`config.mk`:
```
export PLATFORM = sky130hd
export DESIGN_NAME = mdc_stream_flat
export DESIGN_NICKNAME = d
export VERILOG_FILES = /design/src/rtl/mdc_pkg.sv /design/src/rtl/mdc_stream_if.sv /design/src/rtl/mdc_step.sv /design/src/rtl/mdc_stream.sv /design/src/flat_wrapper.sv
export SDC_FILE = /design/constraint.sdc
export NUM_CORES = 1
export LEC_CHECK = 0
export CAP_MARGIN = 30
export CELL_PAD_IN_SITES_DETAIL_PLACEMENT = 1
export CELL_PAD_IN_SITES_GLOBAL_PLACEMENT = 1
export CORE_MARGIN = 1
export CORE_UTILIZATION = 44
export CTS_CLUSTER_DIAMETER = 200
export CTS_CLUSTER_SIZE = 16
export DETAILED_ROUTE_END_ITERATION = 8
export GPL_ROUTABILITY_DRIVEN = 1
export PLACE_DENSITY_LB_ADDON = 0.1
export SLEW_MARGIN = 15
export SYNTH_ARGS = -nofsm -noshare
export SYNTH_HDL_FRONTEND = slang
export SYNTH_HIERARCHICAL = 1
export SYNTH_SLANG_ARGS = --single-unit
```
`constraint.sdc`:
```
create_clock -name clk -period 3.85 [get_ports clk]
set_clock_uncertainty 0.05 [all_clocks]
set_input_delay 0.77 -clock clk [delete_from_list [all_inputs] [get_ports clk]]
set_output_delay 0.77 -clock clk [all_outputs]
set_load 0.03 [all_outputs]
```
`src/rtl/mdc_pkg.sv`:
```
// Shared types and width helpers for the streaming GCD engine.
package mdc_pkg;

   typedef enum logic [1:0] {IDLE, REDUCE, HOLD} mdc_state_t;

   // The iteration counter must hold up to 2*width non-exit REDUCE cycles.
   function automatic int cnt_width(input int width);
      return $clog2(2 * width + 2);
   endfunction

   // The common power-of-two exponent k never exceeds width-1.
   function automatic int shift_width(input int width);
      return (width > 2) ? $clog2(width) : 1;
   endfunction

endpackage

```
`src/rtl/mdc_stream_if.sv`:
```
// Operand/result handshake bundle between the operand source, the GCD engine
// and the result consumer.
interface mdc_stream_if #(
   parameter int WIDTH = 8,
   parameter int CNT_W = mdc_pkg::cnt_width(WIDTH)
);

   logic             in_valid;
   logic             in_ready;
   logic [WIDTH-1:0] dtx_in;
   logic [WIDTH-1:0] dty_in;
   logic             out_valid;
   logic             out_ready;
   logic [WIDTH-1:0] dt_o;
   logic [CNT_W-1:0] cycles_o;

   modport master (
      output in_valid, dtx_in, dty_in, out_ready,
      input  in_ready, out_valid, dt_o, cycles_o
   );

   modport slave (
      input  in_valid, dtx_in, dty_in, out_ready,
      output in_ready, out_valid, dt_o, cycles_o
   );

endinterface

```
`src/rtl/mdc_step.sv`:
```
// One binary (Stein) reduction step: decides whether the pair is finished and,
// if not, how x, y and the shared power-of-two exponent advance.
module mdc_step #(
   parameter int WIDTH = 8
) (
   input  logic [WIDTH-1:0] x,
   input  logic [WIDTH-1:0] y,
   output logic [WIDTH-1:0] x_nxt,
   output logic [WIDTH-1:0] y_nxt,
   output logic             k_inc,
   output logic             done,
   output logic             sel_result
);

   // Priority list: exit cases first, then halving of even operands, and
   // finally the odd/odd subtract-and-halve (the compare keeps it underflow free).
   always_comb begin
      x_nxt      = x;
      y_nxt      = y;
      k_inc      = 1'b0;
      done       = 1'b0;
      sel_result = 1'b0;
      if (x == '0) begin
         done       = 1'b1;
         sel_result = 1'b1;
      end else if (y == '0) begin
         done = 1'b1;
      end else if (x == y) begin
         done = 1'b1;
      end else if (!x[0] && !y[0]) begin
         x_nxt = x >> 1;
         y_nxt = y >> 1;
         k_inc = 1'b1;
      end else if (!x[0]) begin
         x_nxt = x >> 1;
      end else if (!y[0]) begin
         y_nxt = y >> 1;
      end else if (x > y) begin
         x_nxt = (x - y) >> 1;
      end else begin
         y_nxt = (y - x) >> 1;
      end
   end

endmodule

```
`src/rtl/mdc_stream.sv`:
```
// Streaming GCD engine: accepts an operand pair, reduces it with Stein's
// algorithm one step per enabled cycle, then holds the result and iteration
// count until the consumer takes it. enb low freezes everything.
module mdc_stream
   import mdc_pkg::*;
#(
   parameter int WIDTH = 8,
   parameter int CNT_W = cnt_width(WIDTH)
) (
   input  logic        clk,
   input  logic        rst,
   input  logic        enb,
   mdc_stream_if.slave bus
);

   localparam int KW = shift_width(WIDTH);

   mdc_state_t       state, state_nxt;
   logic [WIDTH-1:0] x, y, x_step, y_step, dt_r;
   logic [KW-1:0]    k;
   logic [CNT_W-1:0] count, cycles_r;
   logic             k_inc, step_done, sel_result;
   logic             load, advance, finish;

   mdc_step #(.WIDTH(WIDTH)) u_step (
      .x          (x),
      .y          (y),
      .x_nxt      (x_step),
      .y_nxt      (y_step),
      .k_inc      (k_inc),
      .done       (step_done),
      .sel_result (sel_result)
   );

   // Handshake outputs follow the state directly so a reset drops out_valid at once.
   assign bus.in_ready  = (state == IDLE) && !rst;
   assign bus.out_valid = (state == HOLD);
   assign bus.dt_o      = dt_r;
   assign bus.cycles_o  = cycles_r;

   // State register; only moves on enabled edges.
   always_ff @(posedge clk or posedge rst) begin
      if (rst) begin
         state <= IDLE;
      end else if (enb) begin
         state <= state_nxt;
      end
   end

   // Next-state logic plus the datapath strobes for load, step and exit.
   always_comb begin
      state_nxt = state;
      load      = 1'b0;
      advance   = 1'b0;
      finish    = 1'b0;
      case (state)
         IDLE: begin
            if (bus.in_valid) begin
               load      = 1'b1;
               state_nxt = REDUCE;
            end
         end
         REDUCE: begin
            if (step_done) begin
               finish    = 1'b1;
               state_nxt = HOLD;
            end else begin
               advance = 1'b1;
            end
         end
         HOLD: begin
            if (bus.out_ready) begin
               state_nxt = IDLE;
            end
         end
         default: state_nxt = IDLE;
      endcase
   end

   // Working operands, exponent, counter and the held result registers.
   always_ff @(posedge clk or posedge rst) begin
      if (rst) begin
         x        <= '0;
         y        <= '0;
         k        <= '0;
         count    <= '0;
         dt_r     <= '0;
         cycles_r <= '0;
      end else if (enb) begin
         if (load) begin
            x     <= bus.dtx_in;
            y     <= bus.dty_in;
            k     <= '0;
            count <= '0;
         end else if (advance) begin
            x     <= x_step;
            y     <= y_step;
            count <= count + 1'b1;
            if (k_inc) begin
               k <= k + 1'b1;
            end
         end else if (finish) begin
            dt_r     <= (sel_result ? y : x) << k;
            cycles_r <= count;
         end
      end
   end

endmodule

```
`src/flat_wrapper.sv`:
```
// flat-port wrapper written by rule: the top's interface ports become plain ports
module mdc_stream_flat import mdc_pkg::*;
#(
   parameter int WIDTH = 8,
   parameter int CNT_W = cnt_width(WIDTH)
)
  (clk, rst, enb, bus_in_valid, bus_dtx_in, bus_dty_in, bus_out_ready, bus_in_ready, bus_out_valid, bus_dt_o, bus_cycles_o);
  mdc_stream_if #(.WIDTH(WIDTH), .CNT_W(CNT_W)) bus_i ();
  input  logic clk;
  input  logic rst;
  input  logic enb;
  input wire logic [$bits(bus_i.in_valid)-1:0] bus_in_valid;
  input wire logic [$bits(bus_i.dtx_in)-1:0] bus_dtx_in;
  input wire logic [$bits(bus_i.dty_in)-1:0] bus_dty_in;
  input wire logic [$bits(bus_i.out_ready)-1:0] bus_out_ready;
  output wire logic [$bits(bus_i.in_ready)-1:0] bus_in_ready;
  output wire logic [$bits(bus_i.out_valid)-1:0] bus_out_valid;
  output wire logic [$bits(bus_i.dt_o)-1:0] bus_dt_o;
  output wire logic [$bits(bus_i.cycles_o)-1:0] bus_cycles_o;
  assign bus_i.in_valid = bus_in_valid;
  assign bus_i.dtx_in = bus_dtx_in;
  assign bus_i.dty_in = bus_dty_in;
  assign bus_i.out_ready = bus_out_ready;
  assign bus_in_ready = bus_i.in_ready;
  assign bus_out_valid = bus_i.out_valid;
  assign bus_dt_o = bus_i.dt_o;
  assign bus_cycles_o = bus_i.cycles_o;
  mdc_stream #(.WIDTH(WIDTH), .CNT_W(CNT_W)) u_core (.clk(clk), .rst(rst), .enb(enb), .bus(bus_i));
endmodule
```
==> results of run 1 <==
[sequential cells by signal (all words and copies together), names as in the netlist]
name and count:
u_core/k 3, u_core/count 5, u_core/y 8, u_core/bus.dt_o 8, u_core/bus.cycles_o 5, u_core/x 8
u_core/state 2
[cells in the final DEF, fill, tap and decap left out, types with 3 or more instances in the layout]
cell / instances
a21oi_1: 19
clkdlybuf4s50_1: 35
nor2_2: 4
o31ai_1: 5
xnor2_1: 5
o211ai_1: 3
a32oi_1: 5
buf_4: 14
clkbuf_8: 5
inv_1: 17
a22o_1: 3
nand2_1: 62
o21a_1: 4
xor2_1: 8
nor2b_1: 3
nand4_1: 3
mux4_1: 3
mux2i_1: 25
o21ai_1: 6
dfrtp_1: 39
mux2_2: 5
nor2_1: 27
ha_1: 18
o21ai_0: 32
o32ai_1: 3
nor3_1: 7
nand3_1: 11
a21o_1: 3
nand2b_1: 5
[worst min path at each step]
stage | end | slack [ns] | cells after the start
final | u_core/bus.dt_o[6]$_DFFE_PP0P_ | 0.43 | 1
after global routing | u_core/bus.dt_o[6]$_DFFE_PP0P_ | 0.47 | 1
after CTS | u_core/bus.dt_o[6]$_DFFE_PP0P_ | 0.44 | 1
after detailed placement | u_core/bus.dt_o[6]$_DFFE_PP0P_ | 0.42 | 1
after global placement | u_core/bus.dt_o[6]$_DFFE_PP0P_ | 0.41 | 1
after floorplan | u_core/bus.cycles_o[4]$_DFFE_PP0P_ | 0.41 | 2
[final cells by class]
class	count	share of cell area, %
clock inverter	2	1.46
sequential	39	23.7
tap	102	3.11
inverter	21	2.04
multi-input combinational	323	56.5
clock buffer	6	1.77
timing repair buffer	50	11.4
[metrics by stage]
step | cells | hold slack [ns] | power, mW | worst slack, ns | cell area (um2)
floorplan | 403 | 0.409 | 2.80 | 1.00 | 3490
global placement | 534 | 0.409 | 3.48 | 0.664 | 3970
detailed placement | 535 | 0.420 | 3.56 | 0.762 | 3980
CTS | 543 | 0.439 | 3.99 | 0.754 | 4110
global route | 543 | 0.469 | 4.32 | 0.423 | 4110
finish | 543 | 0.433 | 3.99 | 0.719 | 4110
[worst reg2reg max path, stage by stage, from the launching register on]
cell	delay [ns]
dfrtp_1	0.38
clkinv_1	0.25
ha_1	0.31
fa_1	0.38
nand2b_1	0.23
a211oi_4	0.32
o311ai_2	0.22
nor2_1	0.31
a32oi_1	0.21
o21ai_1	0.17
mux2i_1	0.08
o21ai_0	0.14
[cell families after synthesis]
family	after synthesis	share of synthesized area, %
and+or+nand+nor	145	20.9
AOI/OAI and AO/OA	111	22.9
buffers and inverters	41	5.67
DFF	39	28.0
muxes	34	11.7
adders and majority gates	20	7.60
xor gates and xnor gates	13	3.26
[per-layer routing]
metal,track usage (%),vias to the layer above,part of all wire [%]
met5,0,-,0
met4,6.08,0,1.2
met3,2.68,13,3.4
met2,41.9,64,46
met1,37.7,1558,49
li1,-,1540,-
[power groups by stage]
stage,Sequential [mW],Clock [mW],Combinational (mW)
5_1_grt,0.752,0.430,3.14
2_1_floorplan,0.794,0,2.01
3_5_place_dp,0.735,0,2.83
3_3_place_gp,0.726,0,2.75
4_1_cts,0.728,0.417,2.84
6_report,0.729,0.408,2.86
==> results.json, run 1 <==
{
  "outcome": "finished, final reports clean",
  "power_frac_seq_pct": 18.3,
  "boundaryPins": 36,
  "die-area_um2": 8290,
  "synth_top_area_share_pct": 28.0,
  "rsz0062_at_grt": "false",
  "cp-end-kind": "flop",
  "netlist_top_cells_count": "nand2_1, dfrtp_1, o21ai_0, nor2_1, mux2i_1",
  "grt_pass1_wl_um": 17100,
  "grt_pass1_vias": 3297,
  "post-synth-top-area-cell": "dfrtp_1",
  "drtIter0Drc": 138,
  "path_cells": "clkinv_1 > ha_1 > fa_1 > nand2b_1 > a211oi_4 > o311ai_2 > nor2_1 > a32oi_1 > o21ai_1 > mux2i_1 > o21ai_0",
  "clk_pin_slew_ns": 0.08,
  "cp_num_buf_inv": 1,
  "rr_startpoint": "u_core/x[0]$_DFFE_PP0P_",
  "coreArea_um2": 7690,
  "antenna_cells": 0,
  "ys_warn_count": 6,
  "p_comb_share_pct": 71.5,
  "drt_pass1_iterations": 4,
  "finalHoldViolCount": 0,
  "cap_violations": 0,
  "synthMostInstantiatedCell": "nand2_1",
  "cts.sinks": 39,
  "n_fill_cell": 922,
  "ys_seq_elements": 39,
  "area_growth_pct": 17.8,
  "synthArstFlopShare_pct": 100,
  "vias_per_cell": 5.85,
  "r2r_end": "u_core/x[1]$_DFFE_PP0P_",
  "post_cts_buffers": 0,
  "route.detailed.drc": 0,
  "root_buffer": "clkbuf_8",
  "antenna_found_initial": 0,
  "synth-edff-count": 0,
  "clock_latency_ns": 0.29,
  "antenna_left": 0,
  "gp_congestion": 0.912,
  "cp.depth": 11,
  "crit_family": "compound AO/OA/AOI/OAI gates",
  "syn_area_per_cell_um2": 8.66,
  "slew_violations": 0,
  "crit_start": "u_core/x[0]$_DFFE_PP0P_",
  "p_per_area_nw_per_um2": 972,
  "cts_hold_repair.buffers": 0,
  "die_height_um": 91.1,
  "wl_um": 10200,
  "cts_tree": "done",
  "syn_area_um2": 3490,
  "cell_internal_pwr_mw": 1.96,
  "endpoint": "u_core/x[1]$_DFFE_PP0P_",
  "hold_class": "flop to flop",
  "ys_seq_area_share_pct": 28.0,
  "switching_power_mw": 2.04,
  "max_slew_margin_pct": 52.4,
  "overflow": 0,
  "cp.required_ns": 4.01,
  "period_needed_ns": 3.13,
  "crit_type": "flop to flop",
  "ff2ff_setup_slack_ns": 0.72,
  "num_vias": 3175,
  "post-dp-hpwl_um": 7800,
  "tightest_slew_ns": 0.711,
  "start_util_pct": 45.4,
  "yosys.cell_types.count": 72,
  "vdd_drop_max_uv": 357,
  "yosys_most_used_dff": "dfrtp_1",
  "synth.area.top_cells": "dfrtp_1, mux2i_1, nand2_1, ha_1, o21ai_0",
  "grt.total_usage_pct": 26.1,
  "setup-violations-final": 0,
  "rows": 32,
  "hold_start": "u_core/bus.dt_o[6]$_DFFE_PP0P_",
  "ctsResizeCount": 0,
  "fp.dieW_um": 91.1,
  "wl_per_cell_um": 18.7,
  "utilization_pct": 53.5,
  "p_sw_share_pct": 51.1,
  "nets": 481,
  "grt_start_max_net_pins": 40,
  "reg2reg_depth": 11,
  "multiInputGateArea_um2": 2320,
  "clk_path_buf_depth": 2,
  "critPathSlowestCell": "dfrtp_1",
  "clkPwrFrac_pct": 10.2,
  "htreeDepth": 2,
  "max_stage_delay_ns": 0.38,
  "drive_gt1_share_pct": 13.4,
  "start_kind": "flop",
  "path_max_fanout": 8,
  "period_share_pct": 81.3,
  "cts_buffers": 5,
  "crit_arrival_ns": 3.29,
  "fmax_mhz": 319,
  "synth_nets": 444,
  "power.leakage_nw": 1.76,
  "io_buffer_count": 35,
  "fin_setup_tns_ns": 0,
  "netlist_instances": 403,
  "regArea_um2": 976
}
Note: power is estimated with default switching activity, not from simulation.
==> inputs of run 2 (changes only) <==
==> constraint.sdc (replaced) <==
create_clock -name clk -period 3.2 [get_ports clk]
set_clock_uncertainty 0.05 [all_clocks]
set_input_delay 0.64 -clock clk [delete_from_list [all_inputs] [get_ports clk]]
set_output_delay 0.64 -clock clk [all_outputs]
set_load 0.03 [all_outputs]
==> results.json, run 2 (same netlist as run 1, synthesis figures left out) <==
{
  "outcome": "finished, final reports clean",
  "max_stage_delay_ns": 0.41,
  "tightest_slew_ns": 0.753,
  "power.leakage_nw": 1.82,
  "cts_hold_repair.buffers": 0,
  "cp.required_ns": 3.37,
  "grt.total_usage_pct": 28.8,
  "overflow": 0,
  "ff2ff_setup_slack_ns": 0.16,
  "grt_start_max_net_pins": 40,
  "cts.sinks": 39,
  "die_height_um": 91.1,
  "max_slew_margin_pct": 49.7,
  "gp_congestion": 0.921,
  "placed_area_um2": 4090,
  "cts_buffers": 5,
  "fmax_mhz": 329,
  "root_buffer": "clkbuf_8",
  "rows": 32,
  "antenna_found_initial": 0,
  "layout_commonest_cell": "nand2_1",
  "setup-violations-final": 0,
  "crit_arrival_ns": 3.21,
  "drive_gt1_share_pct": 16.5,
  "fp.dieW_um": 91.1,
  "drtIter0Drc": 210,
  "reg2reg_depth": 11,
  "r2r_end": "u_core/x[1]$_DFFE_PP0P_",
  "start_util_pct": 45.4,
  "layout_common_cells": "nand2_1, dfrtp_1, clkdlybuf4s50_1, o21ai_0, buf_4",
  "area_growth_pct": 20.5,
  "io_buffer_count": 35,
  "grt_pass1_wl_um": 18700,
  "antenna_cells": 0,
  "clk_path_buf_depth": 2,
  "period_needed_ns": 3.04,
  "antenna_left": 0,
  "vias_per_cell": 6.04,
  "critPathSlowestCell": "dfrtp_1",
  "ctsResizeCount": 0,
  "rsz0062_at_grt": "false",
  "hold_class": "flop to flop",
  "clock_latency_ns": 0.29,
  "die-area_um2": 8290,
  "slew_violations": 0,
  "post-dp-hpwl_um": 8600,
  "post_cts_buffers": 0,
  "num_vias": 3366,
  "design_area_um2": 4210,
  "wl_per_cell_um": 20.3,
  "clk_pin_slew_ns": 0.09,
  "drt_pass1_iterations": 5,
  "cap_violations": 0,
  "hold_start": "u_core/bus.dt_o[6]$_DFFE_PP0P_",
  "finalHoldViolCount": 0,
  "wl_um": 11300,
  "path_cells": "buf_4 > ha_1 > fa_1 > nand2b_1 > a211oi_4 > o311ai_2 > nor2_2 > a32oi_1 > o21ai_1 > mux2i_1 > o21ai_0",
  "utilization_pct": 54.7,
  "period_share_pct": 95.1,
  "path_max_fanout": 8,
  "grt_pass1_vias": 3513,
  "start_kind": "flop",
  "hold_path_end": "u_core/bus.dt_o[6]$_DFFE_PP0P_",
  "hold_depth": 1,
  "boundaryPins": 36,
  "fin_setup_tns_ns": 0,
  "p_per_area_nw_per_um2": 1190,
  "htreeDepth": 2,
  "coreArea_um2": 7690,
  "route.detailed.drc": 0,
  "cts_tree": "done",
  "crit_type": "flop to flop",
  "vdd_drop_max_uv": 392,
  "rr_startpoint": "u_core/y[0]$_DFFE_PP0P_",
  "n_fill_cell": 935,
  "nets": 495,
  "cp-end-kind": "flop"
}
run 2: changes by cell type in the layout (fill, tap and decap cells not counted), sizes merged:
cell | previous run | this run
clkinv | 3 | 4
buf | 15 | 29
bufinv | 2 | 1
run 2: cell type report:
type | count | area (um2) | area share (%)
Multi-Input combinational cell | 323 | 2330 | 55.3
Sequential cell | 39 | 976 | 23.2
Timing Repair Buffer | 64 | 576 | 13.7
Tap cell | 102 | 128 | 3.03
Inverter | 21 | 83.8 | 1.99
Clock buffer | 6 | 82.6 | 1.96
Clock inverter | 2 | 35.0 | 0.833
run 2: routing by layer:
metal | global-route usage, % | vias up | wire length, um
met5 | 0 | - | 0
met4 | 6.35 | 0 | 170
met3 | 5.03 | 16 | 735
met2 | 48.7 | 133 | 5430
met1 | 38.5 | 1644 | 4940
li1 | - | 1573 | -
run 2: power breakdown:
part           leakage, nW  total, mW  switching (mW)  internal, mW
registers            0.514      0.853           0.191         0.662
clock network       0.0612      0.440           0.188         0.253
logic                 1.25       3.71            2.22          1.49
run 2: metrics by stage:
step | power [mW] | std cells | worst slack [ns] | hold slack (ns)
after floorplan | 3.37 | 403 | 0.354 | 0.409
after global placement | 4.36 | 548 | 0.256 | 0.412
after detailed placement | 4.49 | 549 | 0.200 | 0.415
after CTS | 4.96 | 557 | 0.167 | 0.436
after global routing | 5.37 | 557 | 0.0138 | 0.479
final | 5.00 | 557 | 0.158 | 0.433
run 2: worst max path at each step:
stage,from,end,slack (ns),depth (start not counted)
2_1_floorplan,u_core/x[0]$_DFFE_PP0P_,u_core/x[4]$_DFFE_PP0P_,0.35,11
3_3_place_gp,u_core/y[0]$_DFFE_PP0P_,u_core/x[4]$_DFFE_PP0P_,0.26,10
3_5_place_dp,u_core/y[0]$_DFFE_PP0P_,u_core/x[1]$_DFFE_PP0P_,0.20,11
4_1_cts,u_core/y[0]$_DFFE_PP0P_,u_core/x[1]$_DFFE_PP0P_,0.17,11
5_1_grt,u_core/y[0]$_DFFE_PP0P_,u_core/y[3]$_DFFE_PP0P_,0.01,11
6_report,u_core/y[0]$_DFFE_PP0P_,u_core/x[1]$_DFFE_PP0P_,0.16,11
run 2: critical path: cells and delay by family, from the launching register on:
kind | cells | cell delay, ns
buffers and inverters | 1 | 0.18
multiplexers | 1 | 0.10
AO/OA/AOI/OAI | 5 | 1.10
adder cells (fa/ha/maj) | 2 | 0.61
AND/OR/NAND/NOR | 2 | 0.52
flip-flops | 1 | 0.41
==> inputs of run 3 (changes only) <==
--- a/config.mk
+++ b/config.mk
@@ -8,10 +8,10 @@
 export CAP_MARGIN = 30
 export CELL_PAD_IN_SITES_DETAIL_PLACEMENT = 1
 export CELL_PAD_IN_SITES_GLOBAL_PLACEMENT = 1
-export CORE_MARGIN = 1
+export CORE_MARGIN = 10
 export CORE_UTILIZATION = 44
 export CTS_CLUSTER_DIAMETER = 200
-export CTS_CLUSTER_SIZE = 16
+export CTS_CLUSTER_SIZE = 10
 export DETAILED_ROUTE_END_ITERATION = 8
 export GPL_ROUTABILITY_DRIVEN = 1
 export PLACE_DENSITY_LB_ADDON = 0.1
==> results.json, run 3 (same netlist as run 1, synthesis figures left out) <==
{
  "clock_latency_ns": 0.30,
  "vdd_drop_max_uv": 494,
  "hold_class": "flop to flop",
  "antenna_left": 0,
  "max_stage_delay_ns": 0.39,
  "num_vias": 3319,
  "crit_start": "u_core/x[0]$_DFFE_PP0P_",
  "path_cells": "clkinv_1 > ha_1 > fa_1 > nand2b_1 > a211oi_4 > o311ai_2 > nor2_1 > a32oi_1 > o21ai_1 > mux2i_1 > o21ai_0",
  "boundaryPins": 36,
  "cp.required_ns": 3.37,
  "root_buffer": "clkbuf_8",
  "rsz0062_at_grt": "false",
  "overflow": 0,
  "total_power_mw": 5.04,
  "fmax_mhz": 333,
  "coreArea_um2": 7730,
  "rows": 32,
  "setup-violations-final": 0,
  "io_buffer_count": 35,
  "antenna_cells": 0,
  "critPathSlowestCell": "fa_1",
  "tightest_slew_ns": 0.760,
  "cts_hold_repair.buffers": 0,
  "slew_violations": 0,
  "p_per_area_nw_per_um2": 1200,
  "layout_commonest_cell": "nand2_1",
  "power.leakage_nw": 1.82,
  "whs_ns": 0.433,
  "area_growth_pct": 20.6,
  "wl_um": 11400,
  "route.detailed.drc": 0,
  "drt_pass1_iterations": 4,
  "post_cts_buffers": 0,
  "cp-end-kind": "flop",
  "cts_buffers": 5,
  "max_slew_margin_pct": 49.1,
  "cts.sinks": 39,
  "drive_gt1_share_pct": 15.8,
  "grt.total_usage_pct": 19.4,
  "antenna_found_initial": 0,
  "post-dp-hpwl_um": 8830,
  "crit_type": "flop to flop",
  "outcome": "finished, final reports clean",
  "period_needed_ns": 3.01,
  "start_kind": "flop",
  "htreeDepth": 2,
  "wl_per_cell_um": 20.4,
  "finalHoldViolCount": 0,
  "grt_pass1_wl_um": 18300,
  "nets": 495,
  "rr_startpoint": "u_core/x[0]$_DFFE_PP0P_",
  "period_share_pct": 93.9,
  "gp_congestion": 0.978,
  "cts_tree": "done",
  "hold_start": "u_core/bus.cycles_o[4]$_DFFE_PP0P_",
  "start_util_pct": 45.2,
  "grt_pass1_vias": 3434,
  "ctsResizeCount": 0,
  "cap_violations": 0,
  "path_max_fanout": 8,
  "layout_common_cells": "nand2_1, dfrtp_1, clkdlybuf4s50_1, o21ai_0, buf_4",
  "utilization_pct": 54.5,
  "vias_per_cell": 5.96,
  "crit_arrival_ns": 3.18,
  "die-area_um2": 11900,
  "grt_start_max_net_pins": 40,
  "fp.dieW_um": 109,
  "drtIter0Drc": 225,
  "clk_pin_slew_ns": 0.09,
  "fin_setup_tns_ns": 0,
  "clk_path_buf_depth": 2,
  "die_height_um": 109
}
-- run 3: per-stage QoR --
stage               worst slack (ns)  std cells  cell area (um2)
floorplan                      0.354        403             3490
global placement               0.365        549             4080
detailed placement             0.291        549             4080
CTS                            0.242        557             4210
global route                  0.0155        557             4210
finish                         0.194        557             4210
-- run 3: final cells by class --
class,instances,area (um2)
clock buffers,6,72.6
clock inverters,2,60.1
fillers,947,3520
inverters,21,83.8
multi-input cells,323,2320
flip-flops and latches,39,976
well taps,102,128
repair buffers,64,568
-- run 3: power by group --
part | total (mW) | switching, mW | leakage (nW) | internal (mW)
sequential | 0.847 | 0.185 | 0.514 | 0.662
combinational | 3.68 | 2.21 | 1.24 | 1.48
clock | 0.510 | 0.198 | 0.0654 | 0.312
-- run 3: worst max-delay path, delay by kind of cell, from the launching register on --
kind | cells | cell delay (ns)
muxes | 1 | 0.08
and+or+nand+nor | 2 | 0.51
adders and majority gates | 2 | 0.69
DFF | 1 | 0.36
buffers and inverters | 1 | 0.23
AOI/OAI and AO/OA | 5 | 1.02
-- run 3: final timing paths --
check,slack (ns),cells after the start,to
min,0.43,2,u_core/bus.cycles_o[4]$_DFFE_PP0P_
min in group asynchronous,0.76,3,u_core/bus.cycles_o[1]$_DFFE_PP0P_
max in group asynchronous,1.97,3,u_core/x[0]$_DFFE_PP0P_
max,0.19,11,u_core/x[1]$_DFFE_PP0P_
min reg2reg,0.43,2,u_core/bus.cycles_o[4]$_DFFE_PP0P_
max reg2reg,0.19,11,u_core/x[1]$_DFFE_PP0P_
-- run 3: metal layers --
layer / up-vias / routed length, um / GRT usage (%)
met3: 14 / 697 / 3.66
met5: - / 0 / 0
met2: 105 / 5240 / 30.6
met4: 0 / 135 / 4.52
met1: 1631 / 5290 / 26.7
li1: 1569 / - / -
